$ cat config.mk
export PLATFORM = sky130hd
export DESIGN_NAME = seq_divide_flat
export DESIGN_NICKNAME = d
export VERILOG_FILES = /design/src/rtl/seq_divide_pkg.sv /design/src/rtl/seq_divide_if.sv /design/src/rtl/seq_divide_step.sv /design/src/rtl/seq_divide.sv /design/src/flat_wrapper.sv
export SDC_FILE = /design/constraint.sdc
export NUM_CORES = 1
export LEC_CHECK = 0
export ABC_AREA = 1
export CAP_MARGIN = 20
export CORE_ASPECT_RATIO = 0.6
export CORE_MARGIN = 2
export CORE_UTILIZATION = 50
export CTS_BUF_LIST = sky130_fd_sc_hd__clkbuf_2 sky130_fd_sc_hd__clkbuf_4 sky130_fd_sc_hd__clkbuf_8
export CTS_CLUSTER_DIAMETER = 50
export CTS_CLUSTER_SIZE = 28
export DETAILED_ROUTE_END_ITERATION = 8
export GPL_TIMING_DRIVEN = 0
export PLACE_DENSITY = 0.8
export SLEW_MARGIN = 40
export SYNTH_ARGS = -nofsm -noshare
export SYNTH_HDL_FRONTEND = slang
export SYNTH_SLANG_ARGS = --single-unit
$ cat constraint.sdc
create_clock -name clk -period 2.5 [get_ports clk]
set_input_delay 0.5 -clock clk [delete_from_list [all_inputs] [get_ports clk]]
set_output_delay 0.5 -clock clk [all_outputs]
set_load 0.03 [all_outputs]
$ cat src/rtl/seq_divide_pkg.sv
// Shared types and sizing for the sequential divider.
package seq_divide_pkg;

  localparam int W_DEF = 8;

  typedef enum logic [1:0] {
    IDLE,
    RUN,
    DONE
  } state_t;

  // Iteration counter must hold the value 2W.
  function automatic int cnt_w(input int w);
    return $clog2(2 * w) + 1;
  endfunction

endpackage

$ cat src/rtl/seq_divide_if.sv
// Request/result bundle between a controller and the divider (level start / rdy handshake).
interface seq_divide_if
  import seq_divide_pkg::*;
#(
  parameter int W = W_DEF
);

  logic             start;
  logic [2*W-1:0]   dvd;
  logic [W-1:0]     dvs;
  logic [2*W-1:0]   quo;
  logic [W-1:0]     rem;
  logic             rdy;
  logic             dz;

  modport master (output start, dvd, dvs, input quo, rem, rdy, dz);
  modport slave  (input start, dvd, dvs, output quo, rem, rdy, dz);

endinterface

$ cat src/rtl/seq_divide_step.sv
// One restoring-division step: shift in dividend MSB, trial-subtract, keep or restore.
// Purely combinational, no latency and no handshake.
module seq_divide_step #(
  parameter int W = 8
) (
  input  logic [W-1:0] rem_in,
  input  logic         msb,
  input  logic [W-1:0] dvs,
  output logic [W-1:0] rem_out,
  output logic         qbit
);

  logic [W:0]   shifted;
  logic [W+1:0] diff;

  assign shifted = {rem_in, msb};
  assign diff    = {1'b0, shifted} - {2'b00, dvs};
  assign qbit    = ~diff[W+1];
  // A kept difference is below dvs and a restored value was below dvs, so W bits suffice.
  assign rem_out = W'(qbit ? diff : {1'b0, shifted});

endmodule

$ cat src/rtl/seq_divide.sv
// Restoring divider (2W / W), one quotient bit per clock; SEQ_DIVIDE_SIGNED_EN adds two's complement mode.
// Result 2W edges after load (1 edge for /0); level start/rdy handshake, result held until start drops.
module seq_divide
  import seq_divide_pkg::*;
#(
  parameter int W = W_DEF
) (
  input  logic       clk,
  input  logic       rst_n,
  seq_divide_if.slave bus
);

  localparam int CW = cnt_w(W);

  state_t          state;
  logic [CW-1:0]   cnt;
  logic [2*W-1:0]  dq;
  logic [W-1:0]    pr;
  logic [W-1:0]    dvs_r;
  logic [2*W-1:0]  dvd_mag;
  logic [W-1:0]    dvs_mag;
  logic [W-1:0]    step_rem;
  logic            qbit;
  logic [2*W-1:0]  q_next;
  logic [2*W-1:0]  q_fix;
  logic [W-1:0]    r_fix;

  seq_divide_step #(.W(W)) u_step (
    .rem_in  (pr),
    .msb     (dq[2*W-1]),
    .dvs     (dvs_r),
    .rem_out (step_rem),
    .qbit    (qbit)
  );

  assign q_next = {dq[2*W-2:0], qbit};

`ifdef SEQ_DIVIDE_SIGNED_EN
  logic neg_q;
  logic neg_r;

  assign dvd_mag = bus.dvd[2*W-1] ? -bus.dvd : bus.dvd;
  assign dvs_mag = bus.dvs[W-1]   ? -bus.dvs : bus.dvs;
  // Truncation toward zero; remainder follows the dividend sign.
  assign q_fix   = neg_q ? -q_next   : q_next;
  assign r_fix   = neg_r ? -step_rem : step_rem;
`else
  assign dvd_mag = bus.dvd;
  assign dvs_mag = bus.dvs;
  assign q_fix   = q_next;
  assign r_fix   = step_rem;
`endif

  always_ff @(posedge clk or negedge rst_n) begin
    if (!rst_n) begin
      state   <= IDLE;
      cnt     <= '0;
      dq      <= '0;
      pr      <= '0;
      dvs_r   <= '0;
      bus.quo <= '0;
      bus.rem <= '0;
      bus.rdy <= 1'b0;
      bus.dz  <= 1'b0;
`ifdef SEQ_DIVIDE_SIGNED_EN
      neg_q   <= 1'b0;
      neg_r   <= 1'b0;
`endif
    end else begin
      case (state)
        IDLE: begin
          if (bus.start) begin
            cnt   <= '0;
            pr    <= '0;
            dvs_r <= dvs_mag;
`ifdef SEQ_DIVIDE_SIGNED_EN
            neg_q <= bus.dvd[2*W-1] ^ bus.dvs[W-1];
            neg_r <= bus.dvd[2*W-1];
`endif
            // Divide by zero keeps the raw dividend: its low half becomes the remainder.
            if (bus.dvs == '0) begin
              dq    <= bus.dvd;
              state <= DONE;
            end else begin
              dq    <= dvd_mag;
              state <= RUN;
            end
          end
        end
        RUN: begin
          pr  <= step_rem;
          dq  <= q_next;
          cnt <= cnt + CW'(1);
          if (cnt == CW'(2 * W - 1)) begin
            state   <= DONE;
            bus.quo <= q_fix;
            bus.rem <= r_fix;
            bus.dz  <= 1'b0;
            bus.rdy <= 1'b1;
          end
        end
        DONE: begin
          // Only the divide-by-zero path arrives here with rdy still low.
          if (!bus.rdy) begin
            bus.quo <= '1;
            bus.rem <= dq[W-1:0];
            bus.dz  <= 1'b1;
            bus.rdy <= 1'b1;
          end else if (!bus.start) begin
            bus.rdy <= 1'b0;
            state   <= IDLE;
          end
        end
        default: state <= IDLE;
      endcase
    end
  end

endmodule
$ cat src/flat_wrapper.sv
// flat-port wrapper written by rule: the top's interface ports become plain ports
module seq_divide_flat import seq_divide_pkg::*;
#(
  parameter int W = W_DEF
)
  (clk, rst_n, bus_start, bus_dvd, bus_dvs, bus_quo, bus_rem, bus_rdy, bus_dz);
  seq_divide_if #(.W(W)) bus_i ();
  input  logic clk;
  input  logic rst_n;
  input wire logic [$bits(bus_i.start)-1:0] bus_start;
  input wire logic [$bits(bus_i.dvd)-1:0] bus_dvd;
  input wire logic [$bits(bus_i.dvs)-1:0] bus_dvs;
  output wire logic [$bits(bus_i.quo)-1:0] bus_quo;
  output wire logic [$bits(bus_i.rem)-1:0] bus_rem;
  output wire logic [$bits(bus_i.rdy)-1:0] bus_rdy;
  output wire logic [$bits(bus_i.dz)-1:0] bus_dz;
  assign bus_i.start = bus_start;
  assign bus_i.dvd = bus_dvd;
  assign bus_i.dvs = bus_dvs;
  assign bus_quo = bus_i.quo;
  assign bus_rem = bus_i.rem;
  assign bus_rdy = bus_i.rdy;
  assign bus_dz = bus_i.dz;
  seq_divide #(.W(W)) u_core (.clk(clk), .rst_n(rst_n), .bus(bus_i));
endmodule
==> Yosys cells after proc, flatten, opt, wreduce, memory -nomap -nowiden <==
Cells that the tools add are included.
{ "word_totals": {"register_bits": 65, "in_bits": 27, "out_inout_bits": 26, "wordCells": 55} }
{ "classes": {"addsub": 2, "eq_ne": 8, "n_mux": 26, "n_bitwise": 1, "reduce_logical": 9} }
{ "ops": {"columns": ["operator", "count"], "rows": [
  ["case mux 16 bit (2 select lines)", 2],
  ["2-to-1 mux 16 bit", 3],
  ["2-to-1 mux 8 bit", 4],
  ["case mux 8 bit (2 select lines)", 2],
  ["2-to-1 mux 2 bit", 5],
  ["case mux 5 bit (2 select lines)", 1],
  ["subtractor 9 x 8 -> 10 bit", 1],
  ["zero test 8 bit", 1],
  ["inequality test 2 bit (second input constant)", 3],
  ["case mux 2 bit (3 select lines)", 1],
  ["AND reduction 2 bit", 3],
  ["adder 5 x 1 -> 5 bit (second input constant)", 1],
  ["equality test 5 x 4 -> 1 bit (second input constant)", 1],
  ["2-to-1 mux 1 bit", 5],
  ["2-to-1 mux 5 bit", 1],
  ["inequality test 2 x 1 -> 1 bit (second input constant)", 2],
  ["case mux 1 bit (2 select lines)", 2],
  ["AND reduction 4 bit", 1],
  ["nonzero test 2 bit", 2],
  ["AND reduction 3 bit", 1],
  ["equality test 2 x 1 -> 1 bit (second input constant)", 1],
  ["equality test 2 bit (second input constant)", 1],
  ["zero test 2 bit", 1],
  ["inverter 1 bit", 1]
]} }

==> Longest topological paths before layout <==
Gate-level depths: netlist of run 1.
{ "logic_depth": {"word_depth": 4, "depth_mapped": 13, "mapped_depth_nobuf": 13} }

==> Cells and area by module <==
A second synthesis of run 1 with hierarchy kept.
{ "unflattened": {"hier_cells": 424, "area_unflattened_um2": 3503.4} }
{ "by_module_without_submodules": {"columns": ["module", "n_inst", "cells_per_inst", "area_each_um2", "seq_area_each_um2"], "rows": [
  ["seq_divide", 1, 319, 2840.2, 1626.6],
  ["seq_divide_step", 1, 105, 663.1, 0.0]
]} }

==> Worst setup path before layout of run 1 <==
Ideal clock, no wire load.
{ "synth_timing": {"path_kind": "flip-flop to flip-flop", "from": "register u_core.cnt[0]", "to": "register u_core.bus.rem[3]", "setup_ns": 0.121, "arrival_ns": 1.614, "t_required_ns": 2.379, "slack_ns": 0.765, "path_stages_with_launch": 14, "n_path_buf": 1, "period_less_slack_ns": 1.735, "path_cell_list": "dfrtp_1 > ha_1 > nand2_1 > nor2_1 > ha_1 > nor2_2 > inv_2 > nand3_2 > inv_2 > nand2_1 > inv_2 > buf_2 > nand2_1 > nand2_1"} }
{ "synth_between": {"elab_chain_cells": 3} }
{ "synth_rtl": {"columns": ["element", "line_no", "rtl"], "rows": [
  ["from (decl)", "seq_divide.sv:16", "logic [CW-1:0] cnt;"],
  ["from (signal assigned)", "seq_divide.sv:93", "cnt <= cnt + CW'(1);"],
  ["equality test 5 x 4 -> 1 bit", "seq_divide.sv:94", "if (cnt == CW'(2 * W - 1)) begin"],
  ["inequality test 2 x 1 -> 1 bit (no source line)", null, null],
  ["AND reduction 3 bit (no source line)", null, null],
  ["to (signal assigned)", "seq_divide.sv:97", "bus.rem <= r_fix;"],
  ["to (signal assigned)", "seq_divide.sv:106", "bus.rem <= dq[W-1:0];"],
  ["to (decl)", "seq_divide_if.sv:17", "modport slave (input start, dvd, dvs, output quo, rem, rdy, dz);"]
]} }
Every way passes these cells.
A chain may end at the register's enable or synchronous reset.

==> Worst setup path after layout of run 1 <==
{ "layout_timing": {"from": "register u_core.cnt[0]", "to": "register u_core.bus.quo[2]"} }
{ "layout_between": {"elab_chain_cells": 3} }
{ "layout_rtl": {"columns": ["element", "line_no", "rtl"], "rows": [
  ["equality test 5 x 4 -> 1 bit", "seq_divide.sv:94", null],
  ["inequality test 2 x 1 -> 1 bit (no source line)", null, null],
  ["AND reduction 3 bit (no source line)", null, null],
  ["to (signal assigned)", "seq_divide.sv:96", "bus.quo <= q_fix;"],
  ["to (decl)", "seq_divide_if.sv:17", null]
]} }
Every way passes these cells.

==> flow_summary.json, run 1 <==
{
  "status": "completed",
  "gp_congestion": 0.888,
  "period_share": 0.824,
  "tightestPinTransition_ps": 619,
  "dp_hpwl_um": 5890,
  "synth_nets": 409,
  "ys_ff_latch": 65,
  "post_cts_buffers": 0,
  "ys.warnings.count": 0,
  "placed_cell_area_um2": 3930,
  "critPathCapture": "u_core.bus.quo[2]$_DFFE_PN0P_",
  "die_h_um": 66.8,
  "final_cell_area_um2": 4130,
  "slew_violations": 0,
  "fmax_ghz": 0.486,
  "dp_cells": 505,
  "irDropWorstVdd_mv": 0.817,
  "timing.rr.start": "u_core.cnt[0]$_DFFE_PN0P_",
  "n_antenna_cell": 0,
  "rr_worst_depth": 10,
  "die_area_um2": 7260,
  "worst_r2r_endpoint": "u_core.bus.quo[2]$_DFFE_PN0P_",
  "startpoint_type": "flip-flop",
  "p_per_area_nw_per_um2": 1570,
  "syn_inst": 368,
  "seq_area_frac_synth": 0.495,
  "syn_to_final_growth_pct": 25.6,
  "drt_iter0_drc": 253,
  "fp.coreArea_um2": 6220,
  "htreeDepth": 3,
  "synth.avg_cell_area_um2": 8.94,
  "path_class": "reg -> reg",
  "setup_viol": 0,
  "grt_pass1_vias": 2623,
  "power_mw": 6.48,
  "initial_core_util": 0.529,
  "wl_um": 7920,
  "cts_root_buffer": "clkbuf_8",
  "ctsResizeCount": 0,
  "io-pin-count": 53,
  "vias_per_cell": 5.45,
  "worstPathArrival_ps": 2310,
  "ff2ff_setup_slack_ps": 440,
  "worstPathCellList": "ha_1, nand2_1, nor2_1, ha_1, nor2_2, inv_2, nand3_2, inv_2, buf_1, a2bb2oi_1",
  "power.leakage_nw": 1.98,
  "die_x_um": 109,
  "crit_buf_inv": 3,
  "clkSlewWorstSetupHoldPaths_ps": 70,
  "n_fill_cell": 514,
  "hold_path.class": "in -> async",
  "worst_setup_path_end_kind": "flip-flop",
  "antenna_found_initial": 0,
  "clock_sinks": 65,
  "timing.slew.headroom": 0.586,
  "overflow": 0,
  "via_count": 2833,
  "cp_slowest_cell": "buf_1",
  "worst_ep_required_time_ps": 2760,
  "syn_area_um2": 3290,
  "cts-hold-fix-buffers": 0,
  "routedWlPerCell_um": 15.2,
  "route.detailed.drc": 0,
  "cts_tree": "yes",
  "cts_buffers": 9,
  "yosys.cell_types.count": 35,
  "track_usage": 0.242,
  "crit_fanout": 10,
  "crit_family": "buffers and inverters",
  "critical_path_depth": 10,
  "layout.cells.non_filler": 520,
  "antenna_left": 0,
  "finClkSkew_ps": 3.64,
  "drive_above_1_share": 0.103,
  "fin_setup_tns_ps": 0,
  "multi_input_area_um2": 1380,
  "cpPeakStageDelay_ps": 440,
  "first_pass_iters": 5,
  "grt_max_degree": 43,
  "fp-row-count": 22,
  "rsz0062_at_grt": "false",
  "regArea_um2": 1630,
  "grt_first_pass_wirelength_um": 13100,
  "drv_cap": 0,
  "startpoint": "u_core.cnt[0]$_DFFE_PN0P_",
  "hold_viol_final": 0,
  "clk_path_buf_depth": 2,
  "fin_crit_ps": 2060,
  "nNetsFinal": 473,
  "numPortBuffers": 52,
  "clock_latency_ps": 330
}
## registers in the layout, indices dropped and copies added, names as in the netlist
name	flops
u_core.bus.dz	1
u_core.bus.quo	16
u_core.bus.rdy	1
u_core.bus.rem	8
u_core.cnt	5
u_core.dq	16
u_core.dvs_r	8
u_core.pr	8
u_core.state	2
## worst reg2reg max path, delay by kind of cell, from the launching register on
| family | cells | cell delay [ps] |
|---|---|---|
| simple gates | 4 | 320 |
| buf+inv | 3 | 670 |
| compound gates | 1 | 200 |
| flops | 1 | 410 |
| fa+ha+maj | 2 | 380 |
## worst min-delay path by stage
stage	cells after the start	start	end	slack, ps
6_report	1	rst_n	u_core.pr[6]$_DFFE_PN0P_	50
5_1_grt	1	rst_n	u_core.pr[6]$_DFFE_PN0P_	50
4_1_cts	1	rst_n	u_core.pr[5]$_DFFE_PN0P_	50
3_5_place_dp	1	rst_n	u_core.pr[5]$_DFFE_PN0P_	420
3_3_place_gp	2	u_core.dvs_r[2]$_DFFE_PN0P_	u_core.dvs_r[2]$_DFFE_PN0P_	470
2_1_floorplan	0	rst_n	u_core.bus.dz$_DFFE_PN0P_	200
## layout make-up
cell class	count	area share
timing repair buffer	53	0.130
buffer	13	0.0158
clock buffer	12	0.0385
tap	84	0.0254
inverter	57	0.0518
clock inverter	3	0.00969
multi-input combinational	233	0.335
sequential	65	0.394
## Yosys cell counts
cell | n | share of area
nand2_2 | 2 | 0.0038
or2_1 | 1 | 0.0019
a21oi_1 | 10 | 0.015
or2_2 | 2 | 0.0038
o22ai_1 | 3 | 0.0057
a22oi_1 | 19 | 0.043
nor2_2 | 2 | 0.0038
buf_6 | 1 | 0.0034
o211ai_1 | 5 | 0.011
ha_1 | 13 | 0.049
a2bb2oi_1 | 15 | 0.040
o32a_1 | 1 | 0.0030
a21oi_4 | 1 | 0.0049
clkbuf_1 | 4 | 0.0046
nand3b_1 | 4 | 0.0091
o22a_1 | 1 | 0.0027
nand3_2 | 2 | 0.0061
o21ai_1 | 4 | 0.0061
fa_1 | 1 | 0.0061
nand3_1 | 10 | 0.015
buf_1 | 1 | 0.0011
nor2_4 | 1 | 0.0034
inv_1 | 50 | 0.057
dfrtp_1 | 65 | 0.49
nand4_1 | 9 | 0.017
o21ai_0 | 24 | 0.037
buf_2 | 7 | 0.011
nor3_1 | 1 | 0.0015
xnor2_1 | 3 | 0.0080
nor2_1 | 9 | 0.010
o21ai_2 | 2 | 0.0053
mux2i_1 | 1 | 0.0030
inv_2 | 7 | 0.0080
nand2_1 | 86 | 0.098
nand3_4 | 1 | 0.0053
## cells in the final DEF, fill, tap and decap left out, types with 2 or more instances in the layout
master | Yosys | final
a22oi_1 | 19 | 19
dfrtp_1 | 65 | 65
inv_2 | 7 | 7
ha_1 | 13 | 13
xnor2_1 | 3 | 3
clkdlybuf4s50_1 | 0 | 51
nand3_2 | 2 | 2
nor2_2 | 2 | 2
clkbuf_1 | 4 | 4
o211ai_1 | 5 | 5
nand3b_1 | 4 | 4
buf_2 | 7 | 7
a21oi_1 | 10 | 10
o21ai_2 | 2 | 2
nand3_1 | 10 | 10
inv_1 | 50 | 50
clkinv_2 | 0 | 2
clkbuf_8 | 0 | 11
o22ai_1 | 3 | 3
nand2_2 | 2 | 2
nand4_1 | 9 | 9
or2_2 | 2 | 2
nor2_1 | 9 | 9
o21ai_1 | 4 | 4
nand2_1 | 86 | 86
o21ai_0 | 24 | 24
a2bb2oi_1 | 15 | 15
## report_power, final
part	total (mW)	leakage, nW	switching (mW)	internal (mW)
logic	3.74	1.08	2.29	1.45
clock network	0.901	0.106	0.383	0.518
registers	1.85	0.800	0.300	1.55
total	6.48	1.98	2.97	3.52
## through the flow
step	util	worst slack, ps	hold WS [ps]
2_1_floorplan	-	765	204
3_3_place_gp	0.629	-1120	467
3_5_place_dp	0.632	189	416
4_1_cts	0.664	472	49.4
5_1_grt	0.664	227	54.7
6_report	0.664	441	54.1
## logic make-up (layout without fill, tap and decap cells)
group / Yosys count / after routing / share of synthesized area
AND/OR/NAND/NOR: 130 / 130 / 0.180
AO/OA/AOI/OAI: 85 / 85 / 0.174
buffers and inverters: 70 / 138 / 0.0849
flip-flops: 65 / 65 / 0.495
adder cells (fa/ha/maj): 14 / 14 / 0.0556
XOR/XNOR: 3 / 3 / 0.00799
multiplexers: 1 / 1 / 0.00304
## metal layers
metal	global-route usage	vias to the layer above	share of wire
li1	-	1355	-
met1	0.372	1361	0.51
met2	0.338	108	0.41
met3	0.0646	9	0.075
met4	0.0577	0	0.0066
met5	0	-	0
Note: power is estimated with default switching activity, not from simulation.
==> inputs of run 2 (changes only) <==
==> constraint.sdc (replaced) <==
create_clock -name clk -period 2 [get_ports clk]
set_input_delay 0.4 -clock clk [delete_from_list [all_inputs] [get_ports clk]]
set_output_delay 0.4 -clock clk [all_outputs]
set_load 0.03 [all_outputs]
==> run 2 against run 1 <==
Maximum frequency is 7.2% higher. Global-route usage hardly changed. Critical path depth rose by 1. Sequential share of layout area is 1.3 points lower. Hold slack improved by 440 ps. Sequential power is 25% higher. Largest power group unchanged. Highest routed layer unchanged.
==> flow_summary.json, run 2 (synthesized netlist as in run 1, its figures left out) <==
{
  "status": "completed",
  "mostFrequentLayoutCells": "nand2_1 (84), dfrtp_1 (65), clkdlybuf4s50_1 (51)",
  "sw_frac_of_total": 0.450,
  "antenna_found_initial": 0,
  "clock_latency_ps": 330,
  "track_usage": 0.243,
  "p_comb_frac": 0.593,
  "startpoint_type": "flip-flop",
  "grt_pass1_vias": 2626,
  "power_mw": 8.46,
  "worst_setup_path_end_kind": "flip-flop",
  "drt_iter0_drc": 231,
  "grt_first_pass_wirelength_um": 13100,
  "clk_path_buf_depth": 2,
  "p_per_area_nw_per_um2": 1980,
  "dp_hpwl_um": 5890,
  "timing.slew.headroom": 0.669,
  "nNetsFinal": 480,
  "via_count": 2829,
  "clock_power_share": 0.133,
  "numPortBuffers": 52,
  "die_x_um": 109,
  "cts_root_buffer": "clkbuf_8",
  "n_antenna_cell": 0,
  "pwr-share-seq": 0.273,
  "vias_per_cell": 5.37,
  "overflow": 0,
  "layout.cells.non_filler": 527,
  "gp_congestion": 0.888,
  "cts_tree": "yes",
  "fin_setup_tns_ps": 0,
  "intPower_mw": 4.65,
  "routedWlPerCell_um": 15.3,
  "power.leakage_nw": 2.04,
  "syn_to_final_growth_pct": 30.1,
  "dp_cells": 505,
  "cp_common_cell": "nand2_1",
  "clock_sinks": 65,
  "cts_buffers": 9,
  "power.switching_mw": 3.81,
  "first_pass_iters": 5,
  "cpPeakStageDelay_ps": 380,
  "initial_core_util": 0.529,
  "cp_slowest_cell": "dfrtp_1",
  "antenna_left": 0,
  "fp.coreArea_um2": 6220,
  "hold_path.class": "reg -> reg",
  "mostFrequentLayoutCell": "nand2_1",
  "path_class": "reg -> reg",
  "fin_crit_ps": 1920,
  "htreeDepth": 3,
  "drive_above_1_share": 0.142,
  "route.detailed.drc": 0,
  "slew_violations": 0,
  "fmax_ghz": 0.521,
  "worst_ep_required_time_ps": 2220,
  "crit_fanout": 10,
  "hold_viol_final": 0,
  "drv_cap": 0,
  "tightestPinTransition_ps": 495,
  "fin_util": 0.687,
  "period_share": 0.960,
  "grt_max_degree": 43,
  "finClkSkew_ps": 3.19,
  "wl_um": 8050,
  "n_fill_cell": 495,
  "die_area_um2": 7260,
  "reg_top3": "u_core.bus.quo (16), u_core.dq (16)",
  "fp-row-count": 22,
  "worstPathArrival_ps": 2140,
  "io-pin-count": 53,
  "worstPathCellList": "inv_1, ha_1, nand2_1, nand2_1, a21oi_4, nand3_2, buf_6, nand3_1, nand2_1, nand2_1, nand2_1",
  "clkSlewWorstSetupHoldPaths_ps": 70,
  "die_h_um": 66.8,
  "irDropWorstVdd_mv": 1.07,
  "fin_hold_ws_ps": 492,
  "setup_viol": 0
}
==> run 2: final cells by class <==
class                      instances  area (µm²)  area share
tap                               84         105      0.0246
sequential                        65        1630       0.380
inverter                          57         216      0.0506
timing repair buffer              60         593       0.139
clock buffer                      12         159      0.0372
buffer                            13        83.8      0.0196
multi-input combinational        233        1450       0.340
clock inverter                     3        40.0     0.00936
==> run 2: worst paths after layout <==
| kind | depth (start not counted) | endpoint | start | slack (ps) |
|---|---|---|---|---|
| setup / recovery | 11 | u_core.pr[5]$_DFFE_PN0P_ | u_core.dvs_r[6]$_DFFE_PN0P_ | 80 |
| hold reg to reg | 2 | u_core.dvs_r[7]$_DFFE_PN0P_ | u_core.dvs_r[7]$_DFFE_PN0P_ | 490 |
| min in group asynchronous | 2 | u_core.pr[5]$_DFFE_PN0P_ | rst_n | 500 |
| setup reg to reg | 11 | u_core.pr[5]$_DFFE_PN0P_ | u_core.dvs_r[6]$_DFFE_PN0P_ | 80 |
| hold / removal | 2 | u_core.dvs_r[7]$_DFFE_PN0P_ | u_core.dvs_r[7]$_DFFE_PN0P_ | 490 |
| max in group asynchronous | 3 | u_core.dvs_r[6]$_DFFE_PN0P_ | rst_n | 980 |
==> run 2: layer usage <==
layer,track usage,wire length [µm],vias up
li1,-,-,1376
met1,0.372,4000,1338
met2,0.338,3390,108
met3,0.0646,622,7
met4,0.0577,39,0
met5,0,0,-
==> run 2: stage by stage <==
| stage | setup slack, ps | instance area, µm² |
|---|---|---|
| 6_report | 80.0 | 4280 |
| 5_1_grt | -3.95 | 4280 |
| 4_1_cts | 6.40 | 4150 |
| 3_5_place_dp | -211 | 3930 |
| 3_3_place_gp | -1520 | 3910 |
| 2_1_floorplan | 265 | 3290 |
==> run 2: power groups by stage <==
stage / registers [mW] / logic, mW / clock network, mW
after floorplan: 2.69 / 2.84 / 0
final: 2.31 / 5.02 / 1.13
after global placement: 2.30 / 4.47 / 0
after CTS: 2.30 / 4.67 / 1.15
after global routing: 2.37 / 5.52 / 1.22
after detailed placement: 2.32 / 4.59 / 0
==> run 2: timing repair <==
| item | in CTS | in global routing |
|---|---|---|
| gates resized for setup | 5 | 16 |
| hold endpoints to repair | 23 | 0 |
| pin swaps | 0 | 3 |
| buffers inserted | 0 | 6 |
| hold buffers | 1 | 0 |
| setup endpoints to repair | 17 | 32 |
==> run 2: worst max-delay path: cells and delay by family (launching register included) <==
family	cells	cell delay, ps
adders and majority gates	1	290
buffers and inverters	2	300
DFF	1	380
and+or+nand+nor	7	600
AOI/OAI and AO/OA	1	230
